## src/rtl/vt_pkg.sv

```systemverilog
// rtl/vt_pkg.sv - shared types, ASCII constants and byte classifiers for the VT escape parser
package vt_pkg;
  localparam int ROWS_DEF    = 24;
  localparam int COLS_DEF    = 80;
  localparam int NUM_MAX_DEF = 255;

  localparam logic [7:0] ESC       = 8'h1B;
  localparam logic [7:0] CAN       = 8'h18;
  localparam logic [7:0] SUB       = 8'h1A;
  localparam logic [7:0] CSI_INTRO = 8'h5B;

  typedef enum logic [3:0] {
    OP_NOP, PRINT, CR, LF, BS, RI, RIS, CUU, CUD, CUF, CUB, CUP, ED, EL
  } op_t;

  typedef enum logic [1:0] {
    S_GROUND, S_ESC, S_CSI_PARAM, S_CSI_IGNORE
  } state_t;

  // C0 bytes that produce a command in every state; OP_NOP means "no command".
  function automatic op_t c0_op(input logic [7:0] b);
    case (b)
      8'h0D:               c0_op = CR;
      8'h0A, 8'h0B, 8'h0C: c0_op = LF;
      8'h08:               c0_op = BS;
      default:             c0_op = OP_NOP;
    endcase
  endfunction

  function automatic logic is_final(input logic [7:0] b);
    return (b >= 8'h40) && (b <= 8'h7E);
  endfunction
endpackage

```

## src/rtl/vt_escape_parser_if.sv

```systemverilog
// rtl/vt_escape_parser_if.sv - host byte stream and decoded command stream of the VT parser
interface vt_escape_parser_if;
  import vt_pkg::*;

  logic       in_valid;
  logic       in_ready;
  logic [7:0] in_byte;
  logic       cmd_valid;
  logic       cmd_ready;
  op_t        cmd_op;
  logic [7:0] cmd_n;
  logic [4:0] cmd_row;
  logic [6:0] cmd_col;

  modport master (
    output in_valid, in_byte, cmd_ready,
    input  in_ready, cmd_valid, cmd_op, cmd_n, cmd_row, cmd_col
  );

  modport slave (
    input  in_valid, in_byte, cmd_ready,
    output in_ready, cmd_valid, cmd_op, cmd_n, cmd_row, cmd_col
  );
endinterface

```

## src/rtl/vt_escape_parser_csi_param_acc.sv

```systemverilog
// rtl/vt_escape_parser_csi_param_acc.sv - two saturating decimal CSI parameter accumulators
module csi_param_acc #(
  parameter int NUM_MAX = 255
) (
  input  logic       clk,
  input  logic       reset,
  input  logic       clear_i,
  input  logic       digit_i,
  input  logic [3:0] digit_val_i,
  input  logic       sep_i,
  output logic [7:0] p0_o,
  output logic [7:0] p1_o
);
  logic [7:0] p0_q, p0_d, p1_q, p1_d;
  logic [1:0] idx_q, idx_d;

  // Wide enough for 255*10+9 so saturation never sees a wrapped value.
  function automatic logic [7:0] mac(input logic [7:0] p, input logic [3:0] d);
    logic [11:0] t;
    t = ({4'd0, p} * 12'd10) + {8'd0, d};
    return (t > 12'(NUM_MAX)) ? 8'(NUM_MAX) : t[7:0];
  endfunction

  always_comb begin
    p0_d  = p0_q;
    p1_d  = p1_q;
    idx_d = idx_q;
    if (clear_i) begin
      p0_d  = '0;
      p1_d  = '0;
      idx_d = '0;
    end else if (digit_i) begin
      if (idx_q == 2'd0)      p0_d = mac(p0_q, digit_val_i);
      else if (idx_q == 2'd1) p1_d = mac(p1_q, digit_val_i);
    end else if (sep_i && idx_q != 2'd2) begin
      idx_d = idx_q + 2'd1;
    end
  end

  always_ff @(posedge clk) begin
    if (reset) begin
      p0_q  <= '0;
      p1_q  <= '0;
      idx_q <= '0;
    end else begin
      p0_q  <= p0_d;
      p1_q  <= p1_d;
      idx_q <= idx_d;
    end
  end

  assign p0_o = p0_q;
  assign p1_o = p1_q;
endmodule

```

## src/rtl/vt_escape_parser.sv

```systemverilog
// rtl/vt_escape_parser.sv - host byte stream to terminal command decoder (ESC/CSI parser FSM + cmd register)
module vt_escape_parser
  import vt_pkg::*;
#(
  parameter int ROWS    = ROWS_DEF,
  parameter int COLS    = COLS_DEF,
  parameter int NUM_MAX = NUM_MAX_DEF
) (
  input logic               clk,
  input logic               reset,
  vt_escape_parser_if.slave bus
);
  state_t     state_q, state_d;
  logic       cmd_valid_q;
  op_t        op_q, op_d;
  logic [7:0] n_q, n_d;
  logic [4:0] row_q, row_d;
  logic [6:0] col_q, col_d;
  logic       load;
  logic       take;
  logic [7:0] b;
  logic       acc_clear, acc_digit, acc_sep;
  logic [7:0] p0, p1, p0n, p1n;
  op_t        c0;

  assign b            = bus.in_byte;
  assign bus.in_ready = ~cmd_valid_q | bus.cmd_ready;
  assign take         = bus.in_valid & bus.in_ready;
  assign c0           = c0_op(b);
  assign p0n          = (p0 == 8'd0) ? 8'd1 : p0;
  assign p1n          = (p1 == 8'd0) ? 8'd1 : p1;

  csi_param_acc #(.NUM_MAX(NUM_MAX)) u_acc (
    .clk        (clk),
    .reset      (reset),
    .clear_i    (acc_clear),
    .digit_i    (acc_digit),
    .digit_val_i(b[3:0]),
    .sep_i      (acc_sep),
    .p0_o       (p0),
    .p1_o       (p1)
  );

  always_comb begin
    state_d   = state_q;
    load      = 1'b0;
    op_d      = OP_NOP;
    n_d       = '0;
    row_d     = '0;
    col_d     = '0;
    acc_clear = 1'b0;
    acc_digit = 1'b0;
    acc_sep   = 1'b0;
    if (take) begin
      if (state_q == S_GROUND) begin
        if (b >= 8'h20 && b <= 8'h7E) begin
          load = 1'b1;
          op_d = PRINT;
          n_d  = b;
        end else if (b == ESC) begin
          state_d = S_ESC;
        end else if (c0 != OP_NOP) begin
          load = 1'b1;
          op_d = c0;
        end
      end else if (b == CAN || b == SUB) begin
        state_d = S_GROUND;
      end else if (b == ESC) begin
        state_d = S_ESC;
      end else if (b < 8'h20) begin
        // Formatting controls inside a sequence act immediately and leave it intact.
        if (c0 != OP_NOP) begin
          load = 1'b1;
          op_d = c0;
        end
      end else begin
        case (state_q)
          S_ESC: begin
            state_d = S_GROUND;
            if (b == CSI_INTRO) begin
              state_d   = S_CSI_PARAM;
              acc_clear = 1'b1;
            end else if (b == 8'h63) begin
              load = 1'b1;
              op_d = RIS;
            end else if (b == 8'h44) begin
              load = 1'b1;
              op_d = LF;
            end else if (b == 8'h4D) begin
              load = 1'b1;
              op_d = RI;
            end
          end
          S_CSI_PARAM: begin
            if (b >= 8'h30 && b <= 8'h39) begin
              acc_digit = 1'b1;
            end else if (b == 8'h3B) begin
              acc_sep = 1'b1;
            end else if (b < 8'h40) begin
              // Intermediates, ':' and private markers: sequence is not ours.
              state_d = S_CSI_IGNORE;
            end else if (is_final(b)) begin
              state_d = S_GROUND;
              case (b)
                8'h41: begin load = 1'b1; op_d = CUU; n_d = p0n; end
                8'h42: begin load = 1'b1; op_d = CUD; n_d = p0n; end
                8'h43: begin load = 1'b1; op_d = CUF; n_d = p0n; end
                8'h44: begin load = 1'b1; op_d = CUB; n_d = p0n; end
                8'h48, 8'h66: begin
                  load  = 1'b1;
                  op_d  = CUP;
                  row_d = 5'((p0n > 8'(ROWS)) ? 8'(ROWS - 1) : p0n - 8'd1);
                  col_d = 7'((p1n > 8'(COLS)) ? 8'(COLS - 1) : p1n - 8'd1);
                end
                8'h4A: if (p0 <= 8'd2) begin load = 1'b1; op_d = ED; n_d = p0; end
                8'h4B: if (p0 <= 8'd2) begin load = 1'b1; op_d = EL; n_d = p0; end
                default: ;
              endcase
            end
          end
          S_CSI_IGNORE: if (is_final(b)) state_d = S_GROUND;
          default: state_d = S_GROUND;
        endcase
      end
    end
  end

  always_ff @(posedge clk) begin
    if (reset) state_q <= S_GROUND;
    else       state_q <= state_d;
  end

  // A load while draining overwrites in place, so cmd_valid stays high with no bubble.
  always_ff @(posedge clk) begin
    if (reset) begin
      cmd_valid_q <= 1'b0;
      op_q        <= OP_NOP;
      n_q         <= '0;
      row_q       <= '0;
      col_q       <= '0;
    end else if (load) begin
      cmd_valid_q <= 1'b1;
      op_q        <= op_d;
      n_q         <= n_d;
      row_q       <= row_d;
      col_q       <= col_d;
    end else if (bus.cmd_ready) begin
      cmd_valid_q <= 1'b0;
    end
  end

  assign bus.cmd_valid = cmd_valid_q;
  assign bus.cmd_op    = op_q;
  assign bus.cmd_n     = n_q;
  assign bus.cmd_row   = row_q;
  assign bus.cmd_col   = col_q;
endmodule

```

## src/flat_wrapper.sv

```systemverilog
// flat-port wrapper written by rule: the top's interface ports become plain ports
module vt_escape_parser_flat import vt_pkg::*;
#(
  parameter int ROWS    = ROWS_DEF,
  parameter int COLS    = COLS_DEF,
  parameter int NUM_MAX = NUM_MAX_DEF
)
  (clk, reset, bus_in_valid, bus_in_byte, bus_cmd_ready, bus_in_ready, bus_cmd_valid, bus_cmd_op, bus_cmd_n, bus_cmd_row, bus_cmd_col);
  vt_escape_parser_if bus_i ();
  input logic clk;
  input logic reset;
  input wire logic [$bits(bus_i.in_valid)-1:0] bus_in_valid;
  input wire logic [$bits(bus_i.in_byte)-1:0] bus_in_byte;
  input wire logic [$bits(bus_i.cmd_ready)-1:0] bus_cmd_ready;
  output wire logic [$bits(bus_i.in_ready)-1:0] bus_in_ready;
  output wire logic [$bits(bus_i.cmd_valid)-1:0] bus_cmd_valid;
  output wire logic [$bits(bus_i.cmd_op)-1:0] bus_cmd_op;
  output wire logic [$bits(bus_i.cmd_n)-1:0] bus_cmd_n;
  output wire logic [$bits(bus_i.cmd_row)-1:0] bus_cmd_row;
  output wire logic [$bits(bus_i.cmd_col)-1:0] bus_cmd_col;
  assign bus_i.in_valid = bus_in_valid;
  assign bus_i.in_byte = bus_in_byte;
  assign bus_i.cmd_ready = bus_cmd_ready;
  assign bus_in_ready = bus_i.in_ready;
  assign bus_cmd_valid = bus_i.cmd_valid;
  assign bus_cmd_op = bus_i.cmd_op;
  assign bus_cmd_n = bus_i.cmd_n;
  assign bus_cmd_row = bus_i.cmd_row;
  assign bus_cmd_col = bus_i.cmd_col;
  vt_escape_parser #(.ROWS(ROWS), .COLS(COLS), .NUM_MAX(NUM_MAX)) u_core (.clk(clk), .reset(reset), .bus(bus_i));
endmodule
```

## config.mk

```make
export PLATFORM = sky130hd
export DESIGN_NAME = vt_escape_parser_flat
export DESIGN_NICKNAME = d
export VERILOG_FILES = /design/src/rtl/vt_pkg.sv /design/src/rtl/vt_escape_parser_if.sv /design/src/rtl/vt_escape_parser_csi_param_acc.sv /design/src/rtl/vt_escape_parser.sv /design/src/flat_wrapper.sv
export SDC_FILE = /design/constraint.sdc
export NUM_CORES = 1
export LEC_CHECK = 0
export BUFFER_PORTS_ARGS = -buffer_cell sky130_fd_sc_hd__buf_2
export CAP_MARGIN = 20
export CORE_MARGIN = 2
export CORE_UTILIZATION = 55
export DETAILED_ROUTE_END_ITERATION = 7
export PLACE_DENSITY = 0.78
export SLEW_MARGIN = 0
export SYNTH_ARGS = -nofsm -noshare
export SYNTH_HDL_FRONTEND = slang
export SYNTH_SLANG_ARGS = --single-unit
```

## constraint.sdc

```tcl
create_clock -name clk -period 2.66 [get_ports clk]
set_input_delay 0.266 -clock clk [delete_from_list [all_inputs] [get_ports clk]]
set_output_delay 0.266 -clock clk [all_outputs]
set_load 0.02 [all_outputs]
```

==> impl_results.md <==
- Starting Density: 57.60%
- Final setup TNS: 0 ns
- Die area: 7888 um^2
- Max-slew violations: 0
- Ant diodes: 0
- Max-slew headroom: 62.47%
- Synth warn: 0
- Post-Syn Area: 3956 um^2
- Startpoint types: flip-flop
- Max Cap Viol: 0
- CP arrival: 2.86 ns
- Layout Skew: 0.01268 ns
- Num ports: 38
- Crit. End Element: flip-flop
- Status: finished clean
- Via count: 4,016
- Core Box Area: 6869 um^2
- Register area: 910.9 um^2
- Initial antenna violation count: 0
- GRT Resource Usage Total: 27.36%
- DRT Pass-1 Iters: 6
- Period Utilization, post-route: 99.92%
- Final layout net count: 592
- TritonCTS clock tree: done
- Final-report hold violation count: 0
- CTS root buffer: clkbuf_8
- Reg clk slew, reported paths: 0.09 ns
- EDFF count, synth: 0
- Final Wtd Congestion: 1.002
- Fraction of registers with async set/reset: 0%
- GR peak layer: met2
- Worst hold path class: in -> reg
- Worst EP required: 2.87 ns
- CP Max Fanout: 8
- Worst-Skew Late Latency: 0.31 ns
- Register area share after synthesis: 22.77%
- 1st-iter DRT viols: 343
- Pwr Density: 290.3 nW/um^2
- Rows: 30
- M2 GR Usage: 45.66%
- Final core utilization: 65.79%
- Die outline height: 88.82 um
- PortBufs: 37
- Final wirelength: 10,680 um
- Cts bufs inserted: 5
- Measured slew at the worst slew-check pin: 0.5488 ns
- First-pass GRT wire length: 17,350 um
- Cells after Synth: 491
- Largest net degree at the start of global routing: 27
- Final min period: 2.658 ns
- Final ANT Viol Nets: 0
- Synth cell count leaders: 45 x dfxtp_1, 39 x ha_1, 38 x o21ai_0, 33 x nor3_1, 32 x a21oi_1
- GR Overflow Total: 0
- Avg Cell Area, Syn: 8.058 um^2
- Crit Path Class: reg -> reg
- Multi-input combinational cell area: 2851 um^2
- Leakage: 0.001987 uW
- Number of fill cells: 616
- Layout area overhead: 14.23%
- Fmax: 0.3762 GHz
- Yosys cell types: 70
- Top cells by area, synth: dfxtp_1 23%, ha_1 12%, o21ai_0 4.8%, nor3_1 4.2%, a21oi_1 4.0%
- Max VDD drop: 0.1766 mV
- Die width: 88.82 um
- Top_reg_cell synth: dfxtp_1
- Cell with the most instances after synthesis: dfxtp_1
- Per-cell routed wire length: 16.85 um
- Yosys top cell by area: dfxtp_1
- Clock sinks: 45
- CTS Buffer Depth: 2
- Post-DP HPWL: 7874 um
- Post-route DRC: 0
- Syn Nets: 546
- Finish-stage setup viols: 0
- Synthesized flop and latch total: 45
- Via density: 6.334
- Met3 Track Usage GR: 4.291%
- Vias in the first global route: 3,720
- Post-synth top area share: 22.77%
- Layout cell share with drive strength beyond 1: 21.38%
- Max H-tree Level: 2
- Grt met1 use: 36.09%
-- cell usage in the layout, fill, tap and decap left out, drive strengths merged, types with 6 or more instances in the layout --
cell type  netlist  layout
o31ai            7       7
nor3            33      33
xor2             9       9
a21oi           33      33
ha              39      39
nand2b           8       8
nor3b            8       8
nor4             8       8
nor2b            9       9
a31o            11      11
inv             24      25
a21o             7       7
nand3            9       9
o211ai          13      13
nor2            25      25
nand2           29      29
dfxtp           45      45
buf             15      71
and3             6       6
o21ai           38      38
xnor2           12      12
-- final cells by class --
cell class | count | area share, %
Multi-Input combinational cell | 389 | 63.10
Tap cell | 96 | 2.658
Inverter | 25 | 2.076
Timing Repair Buffer | 71 | 10.02
Clock buffer | 5 | 1.523
Sequential cell | 45 | 20.16
Clock inverter | 3 | 0.4707
-- flip-flops by register name, summed over array words and instances (netlist names) --
name	cells
u_core.state_q	2
u_core.bus.cmd_row	5
u_core.u_acc.p0_o	8
u_core.bus.cmd_valid	1
u_core.u_acc.p1_o	8
u_core.bus.cmd_op	4
u_core.bus.cmd_col	7
u_core.bus.cmd_n	8
u_core.u_acc.idx_q	2
-- cell families after synthesis --
logic type / Yosys count / share of synthesized area [%]
adders and majority gates: 43 / 14.36
xor gates and xnor gates: 21 / 4.649
AOI/OAI and AO/OA: 152 / 26.91
muxes: 3 / 0.8222
buffers and inverters: 57 / 6.673
DFF: 45 / 22.77
and+or+nand+nor: 170 / 23.81
-- metrics by stage --
step / setup WS [ns] / hold WS, ns / instances / instance area (um^2) / power (uW)
after CTS: 0.02711 / 0.3105 / 630 / 4427 / 1306
after detailed placement: -0.09254 / 0.4600 / 622 / 4329 / 872.8
after global routing: -0.07923 / 0.3723 / 634 / 4519 / 1349
after global placement: 0.03599 / 0.4516 / 622 / 4329 / 870.0
final: 0.002123 / 0.3252 / 634 / 4519 / 1312
after floorplan: 0.1171 / 0.4603 / 491 / 3956 / 822.9
-- worst max-delay path: stages, from the launching register on --
cell and delay (ns):
dfxtp_1 0.33, ha_1 0.29, ha_1 0.21, inv_1 0.07, fa_1 0.47, nor2b_2 0.21, nand4_1 0.16, and2_1 0.20
o22ai_2 0.17, o2111a_2 0.34, a21oi_1 0.10
-- per-layer routing --
| metal | vias up | share of wire (%) |
|---|---|---|
| li1 | 1928 | - |
| met1 | 1894 | 44 |
| met2 | 165 | 47 |
| met3 | 29 | 6.4 |
| met4 | 0 | 2.5 |
| met5 | - | 0 |
-- worst paths after layout --
path                                           from                           endpoint  slack [ns]  cells past startpoint
hold reg to reg   u_core.bus.cmd_op[3]$_SDFFE_PP0P_  u_core.bus.cmd_op[3]$_SDFFE_PP0P_        0.48                      1
hold / removal                        bus_cmd_ready  u_core.bus.cmd_valid$_SDFFE_PP0P_        0.33                      3
setup reg to reg  u_core.u_acc.p0_o[1]$_SDFFE_PP0P_  u_core.u_acc.p0_o[0]$_SDFFE_PP0P_       0.002                     10
setup / recovery  u_core.u_acc.p0_o[1]$_SDFFE_PP0P_  u_core.u_acc.p0_o[0]$_SDFFE_PP0P_       0.002                     10
-- power by group --
part | switching, uW | internal (uW) | leakage [uW]
clock | 262 | 187 | 0.0000445
combinational | 122 | 61.1 | 0.00158
sequential | 2.43 | 677 | 0.000366
-- repair_timing --
action	in CTS	in global routing
resized for setup	4	15
hold endpoints to repair	0	0
pin swaps	0	3
hold buffers	0	0
buffers inserted	0	3
setup endpoints to repair	16	20
No activity file was read; power rests on OpenSTA's default activity.
